===== config.mk =====
export PLATFORM = sky130hd
export DESIGN_NAME = snn_current_scheduler
export DESIGN_NICKNAME = d
export VERILOG_FILES = /design/src/rtl/snn_pkg.sv /design/src/rtl/snn_sat_accumulator.sv /design/src/rtl/snn_current_scheduler.sv
export SDC_FILE = /design/constraint.sdc
export NUM_CORES = 1
export LEC_CHECK = 0
export ABC_AREA = 1
export CORE_ASPECT_RATIO = 0.9
export CORE_MARGIN = 10
export CORE_UTILIZATION = 30
export CTS_CLUSTER_DIAMETER = 120
export DETAILED_ROUTE_END_ITERATION = 6
export GPL_ROUTABILITY_DRIVEN = 1
export PLACE_DENSITY = 0.48
export SKIP_CTS_REPAIR_TIMING = 1
export SYNTH_ARGS = -nofsm -noshare
export SYNTH_HDL_FRONTEND = slang
export SYNTH_HIERARCHICAL = 1
export SYNTH_SLANG_ARGS = --single-unit

===== constraint.sdc =====
create_clock -name clk -period 7.73 [get_ports clk]
set_clock_uncertainty 0.1 [all_clocks]
set_input_delay 0.773 -clock clk [delete_from_list [all_inputs] [get_ports clk]]
set_output_delay 0.773 -clock clk [all_outputs]
set_load 0.01 [all_outputs]

===== src/rtl/snn_pkg.sv =====
// Shared types, widths and arithmetic helpers for the spiking-network datapath blocks.
package snn_pkg;

    localparam int WEIGHT_W    = 8;
    localparam int CURRENT_W   = 8;
    localparam int CURRENT_MAX = 127;
    localparam int CURRENT_MIN = -128;

    typedef enum logic [1:0] {
        ST_IDLE = 2'd0,
        ST_ACC  = 2'd1,
        ST_OUT  = 2'd2,
        ST_DONE = 2'd3
    } sched_state_t;

    function automatic int clog2(input int value);
        int r;
        int v;
        r = 0;
        v = value - 1;
        while (v > 0) begin
            r = r + 1;
            v = v >>> 1;
        end
        return r;
    endfunction

    function automatic logic signed [CURRENT_W-1:0] sat_current(input logic signed [31:0] value);
        if (value > CURRENT_MAX) begin
            return CURRENT_W'(CURRENT_MAX);
        end else if (value < CURRENT_MIN) begin
            return CURRENT_W'(CURRENT_MIN);
        end else begin
            return value[CURRENT_W-1:0];
        end
    endfunction

endpackage


===== src/rtl/snn_sat_accumulator.sv =====
// Signed accumulator with clear/add controls; the saturated view is registered
// together with the sum so both change on the same edge.
module snn_sat_accumulator
    import snn_pkg::*;
#(
    parameter int SUM_W = 13,
    parameter int ADD_W = WEIGHT_W
) (
    input  logic                        clk,
    input  logic                        reset,
    input  logic                        i_clear,
    input  logic                        i_add_en,
    input  logic signed [ADD_W-1:0]     i_addend,
    output logic signed [SUM_W-1:0]     o_sum,
    output logic signed [CURRENT_W-1:0] o_sat
);

    logic signed [SUM_W-1:0]     r_sum;
    logic signed [SUM_W-1:0]     w_sum_nxt;
    logic signed [CURRENT_W-1:0] r_sat;

    // next accumulator value; clear wins over add
    always_comb begin
        w_sum_nxt = r_sum;
        if (i_clear) begin
            w_sum_nxt = {SUM_W{1'b0}};
        end else if (i_add_en) begin
            w_sum_nxt = r_sum + SUM_W'(i_addend);
        end else begin
            w_sum_nxt = r_sum;
        end
    end

    // sum and saturated sum registers
    always_ff @(posedge clk or posedge reset) begin
        if (reset) begin
            r_sum <= {SUM_W{1'b0}};
            r_sat <= {CURRENT_W{1'b0}};
        end else begin
            r_sum <= w_sum_nxt;
            r_sat <= sat_current(32'(w_sum_nxt));
        end
    end

    assign o_sum = r_sum;
    assign o_sat = r_sat;

endmodule


===== src/rtl/snn_current_scheduler.sv =====
// Walks every neuron's synapses through one weight read port and one accumulator,
// handing each saturated current downstream over a valid/ready handshake.
module snn_current_scheduler
    import snn_pkg::*;
#(
    parameter  int M  = 24,
    parameter  int N  = 8,
    localparam int AW = (clog2(N * M) < 1) ? 1 : clog2(N * M),
    localparam int NW = (clog2(N) < 1) ? 1 : clog2(N)
) (
    input  logic                        clk,
    input  logic                        reset,
    input  logic                        i_start,
    input  logic [M-1:0]                i_input_spikes,
    output logic                        o_weight_rd_en,
    output logic [AW-1:0]               o_weight_addr,
    input  logic signed [WEIGHT_W-1:0]  i_weight_data,
    output logic signed [CURRENT_W-1:0] o_current_out,
    output logic [NW-1:0]               o_neuron_idx,
    output logic                        o_current_valid,
    input  logic                        i_current_ready,
    output logic                        o_busy,
    output logic                        o_done
);

    localparam int CW    = (clog2(M + 1) < 1) ? 1 : clog2(M + 1);
    localparam int ACC_W = clog2(M * 128) + 1;

    sched_state_t r_state;
    sched_state_t w_state_nxt;
    logic [NW-1:0] r_n;
    logic [NW-1:0] w_n_nxt;
    logic [CW-1:0] r_c;
    logic [CW-1:0] w_c_nxt;
    logic [CW-1:0] w_syn_idx;
    logic [M-1:0]  r_spikes;
    logic          w_latch;
    logic          w_clear;
    logic          w_add_en;
    logic          w_handshake;

    logic          r_rd_en;
    logic [AW-1:0] r_addr;
    logic          r_valid;
    logic          r_busy;
    logic          r_done;
    logic          w_rd_en_nxt;
    logic [AW-1:0] w_addr_nxt;

    logic signed [ACC_W-1:0]     w_acc_sum_unused;
    logic signed [CURRENT_W-1:0] w_sat;

    assign w_handshake = (r_state == ST_OUT) && i_current_ready;

    // weight for synapse c arrives one cycle after its read, so step c consumes spike c-1
    always_comb begin
        if (r_c == {CW{1'b0}}) begin
            w_syn_idx = {CW{1'b0}};
        end else begin
            w_syn_idx = r_c - CW'(1);
        end
    end

    assign w_add_en = (r_state == ST_ACC) && (r_c != {CW{1'b0}}) && r_spikes[w_syn_idx];

    // state register
    always_ff @(posedge clk or posedge reset) begin
        if (reset) begin
            r_state <= ST_IDLE;
        end else begin
            r_state <= w_state_nxt;
        end
    end

    // next state plus next counter values
    always_comb begin
        w_state_nxt = r_state;
        w_n_nxt     = r_n;
        w_c_nxt     = r_c;
        w_latch     = 1'b0;
        w_clear     = 1'b0;
        case (r_state)
            ST_IDLE: begin
                if (i_start) begin
                    w_state_nxt = ST_ACC;
                    w_n_nxt     = {NW{1'b0}};
                    w_c_nxt     = {CW{1'b0}};
                    w_latch     = 1'b1;
                    w_clear     = 1'b1;
                end else begin
                    w_state_nxt = ST_IDLE;
                end
            end
            ST_ACC: begin
                if (r_c == CW'(M)) begin
                    w_state_nxt = ST_OUT;
                end else begin
                    w_c_nxt = r_c + CW'(1);
                end
            end
            ST_OUT: begin
                if (w_handshake) begin
                    if (r_n == NW'(N - 1)) begin
                        w_state_nxt = ST_DONE;
                    end else begin
                        w_state_nxt = ST_ACC;
                        w_n_nxt     = r_n + NW'(1);
                        w_c_nxt     = {CW{1'b0}};
                        w_clear     = 1'b1;
                    end
                end else begin
                    w_state_nxt = ST_OUT;
                end
            end
            ST_DONE: begin
                w_state_nxt = ST_IDLE;
            end
            default: begin
                w_state_nxt = ST_IDLE;
            end
        endcase
    end

    // counters and the spike vector latched for the whole pass
    always_ff @(posedge clk or posedge reset) begin
        if (reset) begin
            r_n      <= {NW{1'b0}};
            r_c      <= {CW{1'b0}};
            r_spikes <= {M{1'b0}};
        end else begin
            r_n <= w_n_nxt;
            r_c <= w_c_nxt;
            if (w_latch) begin
                r_spikes <= i_input_spikes;
            end
        end
    end

    // outputs are derived from next state so the registered copies line up with the state
    always_comb begin
        w_rd_en_nxt = (w_state_nxt == ST_ACC) && (w_c_nxt != CW'(M));
        if (w_rd_en_nxt) begin
            w_addr_nxt = AW'(w_n_nxt) * AW'(M) + AW'(w_c_nxt);
        end else begin
            w_addr_nxt = {AW{1'b0}};
        end
    end

    // output registers
    always_ff @(posedge clk or posedge reset) begin
        if (reset) begin
            r_rd_en <= 1'b0;
            r_addr  <= {AW{1'b0}};
            r_valid <= 1'b0;
            r_busy  <= 1'b0;
            r_done  <= 1'b0;
        end else begin
            r_rd_en <= w_rd_en_nxt;
            r_addr  <= w_addr_nxt;
            r_valid <= (w_state_nxt == ST_OUT);
            r_busy  <= (w_state_nxt != ST_IDLE);
            r_done  <= (w_state_nxt == ST_DONE);
        end
    end

    snn_sat_accumulator #(
        .SUM_W (ACC_W),
        .ADD_W (WEIGHT_W)
    ) u_acc (
        .clk      (clk),
        .reset    (reset),
        .i_clear  (w_clear),
        .i_add_en (w_add_en),
        .i_addend (i_weight_data),
        .o_sum    (w_acc_sum_unused),
        .o_sat    (w_sat)
    );

    assign o_weight_rd_en  = r_rd_en;
    assign o_weight_addr   = r_addr;
    assign o_current_out   = w_sat;
    assign o_neuron_idx    = r_n;
    assign o_current_valid = r_valid;
    assign o_busy          = r_busy;
    assign o_done          = r_done;

endmodule

* Word level (Yosys, flattened, before mapping)
Index checks and enable logic that the tools add are counted.
** Word-level totals
- Flip-flop bits (word level) :: 67
- Logic and storage cells :: 64
- Output and inout bits :: 23
- Input port bits :: 36
** Cells by class
- Reductions and logical operators :: 8
- Equal/unequal tests :: 9
- Multiplexer cells :: 27
- $mul :: 1
- Magnitude comparators :: 3
- Add/sub/neg operators :: 5
** Operator list (count)
- $mux 13 :: 2
- $mux 5 :: 5
- $mux 8 :: 3
- $pmux 5 s3 :: 1
- $add 13x8->13 :: 1
- $gt 13x8->1 const B :: 1
- $lt 13x8->1 const B :: 1
- $mux 3 :: 3
- $add 8x5->8 :: 1
- $eq 2x2->1 const B :: 4
- $pmux 2 s4 :: 1
- $lt 5x6->1 const B :: 1
- $mux 1 :: 6
- $mux 2 :: 3
- $pmux 3 s2 :: 1
- $add 5x1->5 const B :: 1
- $bmux 1 s5 :: 1
- $eq 5x5->1 const B :: 1
- $logic_not 5->1 :: 1
- $mul 3x2->5 const B :: 1
- $ne 5x5->1 const B :: 1
- $reduce_bool 5->1 :: 1
- $sub 5x1->5 const B :: 1
- $eq 2x1->1 const B :: 2
- other kinds (6) :: 9

* Longest topological paths before layout
- Depth in word-level cells :: 10
- Mapped depth :: 26

* By module
Netlist, hierarchy kept.
** Modules (own cells, without submodules)
- snn_current_scheduler :: area an instance 2555.0 sq um, cells each 312, times used 1
- snn_sat_accumulator :: area an instance 1610.3 sq um, cells each 233, times used 1

* Worst setup path before layout
No wires, ideal clock.
- Kind :: register to register
- Start :: register r_c[0]
- End :: register u_acc.r_sat[0] (netlist: u_acc/o_sat[0])
- Stages on the path, launching flop included :: 20
- Slack :: 4.917 ns
- Clock period less this slack :: 2.813 ns
- Arrival :: 2.586 ns
- Setup time :: 0.126 ns
- Cells stage by stage :: dfrtp_1 -> inv_2 -> buf_4 -> ha_1 -> inv_1 -> nor2_2 -> nand2_4 -> buf_8 -> nand3_1 -> nand3_1 -> nand3_1 -> nand3_1 -> a21oi_1 -> nor2_1 -> buf_6 -> or2_2 -> nand2_1 -> nand2_1 -> o21ai_2 -> nand2_1
** On the way
- Word-level cells in the longest chain between the ends :: 10
- Elaborated cells on any way between the ends :: 14
- Classes of those cells :: 1 x add/sub; 2 x order compare; 7 x mux; 4 x reduce/logical
** RTL lines
- start, declared :: RTL line snn_current_scheduler.sv:33 : logic [CW-1:0] r_c;
- start signal, assigned :: RTL line snn_current_scheduler.sv:128 : r_c <= {CW{1'b0}};
- start signal, assigned :: RTL line snn_current_scheduler.sv:132 : r_c <= w_c_nxt;
- $sub 5x1->5 or $logic_not 5->1 (tied branches) :: RTL line snn_current_scheduler.sv:60, snn_current_scheduler.sv:57
- $mux 5 :: RTL line snn_current_scheduler.sv:57 : if (r_c == {CW{1'b0}}) begin
- $bmux 1 s5 :: RTL line snn_current_scheduler.sv:64 : assign w_add_en = (r_state == ST_ACC) && (r_c != {CW{1'b0}}) && r_spikes[w_syn_idx];
- $mux 1 (not written as such) :: RTL line snn_current_scheduler.sv:64
- $logic_and 1x1->1 * :: RTL line snn_current_scheduler.sv:64
- named net w_add_en :: RTL line snn_current_scheduler.sv:39 : logic w_add_en;
- $mux 13 * :: RTL line snn_sat_accumulator.sv:27 : end else if (i_add_en) begin
- $mux 13 * :: RTL line snn_sat_accumulator.sv:25 : if (i_clear) begin
- $lt 13x8->1 :: RTL line snn_pkg.sv:31 : end else if (value < CURRENT_MIN) begin
- $mux 8 :: RTL line snn_pkg.sv:31
- $mux 8 * :: RTL line snn_pkg.sv:29 : if (value > CURRENT_MAX) begin
- end signal, assigned :: RTL line snn_sat_accumulator.sv:38 : r_sat <= {CURRENT_W{1'b0}};
- end signal, assigned :: RTL line snn_sat_accumulator.sv:41 : r_sat <= sat_current(32'(w_sum_nxt));
- end, declared :: RTL line snn_sat_accumulator.sv:20 : logic signed [CURRENT_W-1:0] r_sat;
Mark *: on every way through the listed nets, which the timed path passes. The rest lies on a longest branch. The select of a mux whose other input is x is not followed.
A chain may end at the register's enable or synchronous reset.

* Worst setup path after layout
- Start :: input port i_start
- End :: register r_addr[7] (netlist: o_weight_addr[7])
** On the way
- Word-level cells in the longest chain between the ends :: 5
- Elaborated cells on any way between the ends :: 12
- Classes of those cells :: 1 x add/sub; 1 x mul; 2 x eq/ne; 7 x mux; 1 x reduce/logical
** RTL lines
- start, declared :: RTL line snn_current_scheduler.sv:13 : input logic i_start,
- $mux 3 :: RTL line snn_current_scheduler.sv:84 : if (i_start) begin
- $pmux 3 s2 :: RTL line snn_current_scheduler.sv:82 : case (r_state)
- named net w_n_nxt[1] :: RTL line snn_current_scheduler.sv:32 : logic [NW-1:0] w_n_nxt;
- $mul 3x2->5 :: RTL line snn_current_scheduler.sv:143 : w_addr_nxt = AW'(w_n_nxt) * AW'(M) + AW'(w_c_nxt);
- $add 8x5->8 :: RTL line snn_current_scheduler.sv:143
- $mux 8 :: RTL line snn_current_scheduler.sv:142 : if (w_rd_en_nxt) begin
- named net w_addr_nxt[7] :: RTL line snn_current_scheduler.sv:48 : logic [AW-1:0] w_addr_nxt;
- end signal, assigned :: RTL line snn_current_scheduler.sv:153 : r_addr <= {AW{1'b0}};
- end signal, assigned :: RTL line snn_current_scheduler.sv:159 : r_addr <= w_addr_nxt;
- end, declared :: RTL line snn_current_scheduler.sv:43 : logic [AW-1:0] r_addr;
The timed path passes the listed nets, and every way through them passes these cells.

==> run_results.csv <==
group,metric,value,unit
sta,rsz0062_at_grt,"false",
logic_synthesis,yosysWarnings,6,
logic_synthesis,synth_seq_cells,67,
drt,drc,0,
logic_synthesis,syn_inst,545,
clock_tree,h-tree-depth,3,
floorplanning,initial_core_util,0.3094,
floorplanning,die_width,144.2,µm
setup_path,critPathKind,"in2reg",
global_route,antenna_found_initial,0,
setup_path,worstPathArrival,3.77,ns
logic_synthesis,yosys_most_used_dff,"dfrtp_1",
floorplanning,die_area,19000,µm²
pwr,p_per_area,496.7,nW/µm²
global_route,grt_use_total,0.1107,
sta,fin_crit_sh,0.4721,
clock_tree,clkSinkCount,67,
setup_path,slowest_stage,"fa_1",
sta,setup_viol,0,
logic_synthesis,synth-edff-count,0,
hold_path,hp-class,"reg2reg",
logic_synthesis,synth.area.top_cells,"dfrtp_1, nand2_1, ha_1",
sta,fin_crit,3.649,ns
logic_synthesis,ys_types,35,
clock_tree,clock_latency,0.33,ns
setup_path,critPathTopFamily,"simple AND/OR/NAND/NOR gates",
run_status,status,"finished clean",
floorplanning,fp.dieH,131.8,µm
floorplanning,core-area,13460,µm²
logic_synthesis,yosysSeqAreaShare,0.4025,
place,portBuffers,58,
place,dp_hpwl,7.813,mm
logic_synthesis,synth_top_area_share,0.4025,
logic_synthesis,syn-cell-area,4165,µm²
setup_path,required,7.85,ns
layout,fillers,1372,
sta,tightest_slew,0.9530,ns
layout,layout.nets,665,
setup_path,crit_path_frequent_cell,"nand2_1",
clock_tree,cts-root-buf,"clkbuf_16",
clock_tree,clk_pin_slew,0.06,ns
drt,ant_nets,0,
sta,slew_headroom,0.3637,
global_route,grt_pass1_vias,3594,
setup_path,cp_slowest_stage_delay,0.49,ns
logic_synthesis,synthArstFlopShare,1.000,
clock_tree,cts_buffer_depth,2,
setup_path,cp_num_buf_inv,2,
place,pre_cts_ws,3.716,ns
layout,drive_gt1_frac,0.1410,
setup_path,cp-start-kind,"input pin",
drt,drt_wl_total,10.17,mm
setup_path,path_cells,"clkdlybuf4s50_1 > nand2_2 > nand2_1 > o22ai_1 > ha_1 > inv_1 > fa_1 > nor2_1 > nand3b_1 > nand2_1 > nor2_2",
sta,slew_violations,0,
setup_path,cp_max_fo,27,
drt,via_count,3494,
floorplanning,fp-row-count,40,
sta,hold_viol,0,
logic_synthesis,syn_nets,605,
floorplanning,pin_count,59,
sta,fin_ws,4.081,ns
clock_tree,cts_tree,"yes",
global_route,grt_pass1_wl,17.35,mm
drt,dr.pass1.iters,5,
sta,fmax,274.0,MHz
pwr,p_leak,2.625,nW
logic_synthesis,avgSynthCellArea,7.643,µm²
global_route,grt_max_degree,47,
global_route,grt-ovfl-total,0,
job,max_cap_viol_count,0,
setup_path,end_kind,"register",
clock_tree,numCtsBuffers,9,
place,gp_congestion,0.8193,
drt,vias_per_cell,4.491,
sta,finalSetupTns,0,ns
logic_synthesis,synth_largest_area_cell,"dfrtp_1",
layout,area_growth,25.14,%
drt,drtIter0Drc,155,
layout,antennaDiodeCount,0,
pwr,ir_worst_vdd,0.1772,mV
drt,post_drt_wl_per_cell,13.08,µm
per-stage QoR:
| stage | total power, mW | util | cells | hold slack, ns | instance area, µm² |
|---|---|---|---|---|---|
| floorplan | 1.806 | - | 545 | 0.3492 | 4165 |
| global placement | 2.160 | 0.3628 | 762 | 0.3660 | 4885 |
| detailed placement | 2.160 | 0.3628 | 762 | 0.3670 | 4885 |
| CTS | 2.625 | 0.3872 | 778 | 0.3829 | 5213 |
| global route | 2.863 | 0.3872 | 778 | 0.4146 | 5213 |
| finish | 2.589 | 0.3872 | 778 | 0.3832 | 5213 |
path summary, 6_finish.rpt:
path                               from                to  slack [ns]  cells after the start
max                             i_start  o_weight_addr[7]        4.08                     11
min                        r_spikes[18]      r_spikes[18]        0.38                      2
max reg2reg                      r_c[0]    u_acc/o_sat[2]        4.32                     22
min reg2reg                r_spikes[18]      r_spikes[18]        0.38                      2
max in group asynchronous         reset       r_spikes[2]        6.02                      2
min in group asynchronous         reset    u_acc/o_sat[7]        0.85                      2
cell type report:
cell class | instances | area, µm² | share of cell area
Inverter | 76 | 285.3 | 0.05473
Clock inverter | 6 | 88.84 | 0.01704
Multi-Input combinational cell | 392 | 2125 | 0.4076
Tap cell | 168 | 210.2 | 0.04033
Sequential cell | 67 | 1677 | 0.3217
Clock buffer | 10 | 239.0 | 0.04585
Timing Repair Buffer | 59 | 588.1 | 0.1128
logic make-up after synthesis:
family	count (synthesis)	share of synthesized area
AO/OA/AOI/OAI	32	0.05017
XOR/XNOR	11	0.02493
adder cells (fa/ha/maj)	24	0.07750
buffers and inverters	86	0.08741
flip-flops	67	0.4025
AND/OR/NAND/NOR	325	0.3575
placed cells by master (no fill, tap or decap), drive strengths merged:
cell,Yosys,routed
or2,2,2
fa,3,3
nand2,203,203
nor2,62,62
nand3b,2,2
buf,7,1
nand4,5,5
nand3,49,49
clkinv,2,4
o22ai,2,2
xnor2,5,5
bufinv,0,2
clkbuf,3,10
nor3,2,2
inv,74,74
ha,21,21
clkinvlp,0,2
o211ai,2,2
o21ai,12,12
clkdlybuf4s50,0,58
dfrtp,67,67
a31oi,1,1
xor2,6,6
a21oi,15,15
sequential cells by signal, indices dropped and copies added (netlist names):
| name | cells |
|---|---|
| o_busy | 1 |
| o_current_valid | 1 |
| o_done | 1 |
| o_neuron_idx | 3 |
| o_weight_addr | 8 |
| o_weight_rd_en | 1 |
| r_c | 5 |
| r_spikes | 24 |
| r_state | 2 |
| u_acc/o_sat | 8 |
| u_acc/o_sum | 13 |
layer usage:
metal  up-vias  global-route usage  part of all wire
met5         -                   0                 0
met4         0             0.03030            0.0097
met3         9             0.03062             0.048
met2        47              0.1714              0.45
met1      1636              0.1471              0.49
li1       1802                   -                 -
synthesized netlist by cell type, drive strengths merged (5+ instances only):
library cell	n
nor2	62
buf	7
nand4	5
a21oi	15
dfrtp	67
inv	74
o21ai	12
xor2	6
nand2	203
nand3	49
xnor2	5
ha	21
power by group:
group          total (mW)  internal (mW)  switching, mW
sequential          0.617          0.516          0.100
clock               0.445          0.291          0.154
combinational        1.53          0.561          0.967
total                2.59           1.37           1.22
worst reg2reg max path, stage by stage, from the launching register on:
cell	delay, ns
dfrtp_1	0.48
inv_2	0.31
ha_1	0.22
inv_1	0.05
nor2_2	0.11
nand2_4	0.16
nand2_4	0.18
nand2_1	0.07
nand3_1	0.07
nand2_1	0.06
nand2_1	0.05
nand3_1	0.07
nand2_1	0.06
nand2_1	0.05
nor2_1	0.10
buf_4	0.24
inv_1	0.19
nand2_1	0.09
nand2_1	0.08
inv_2	0.06
nand3_1	0.08
o21ai_2	0.31
nand2_1	0.10
(Power assumes the default switching activity.)
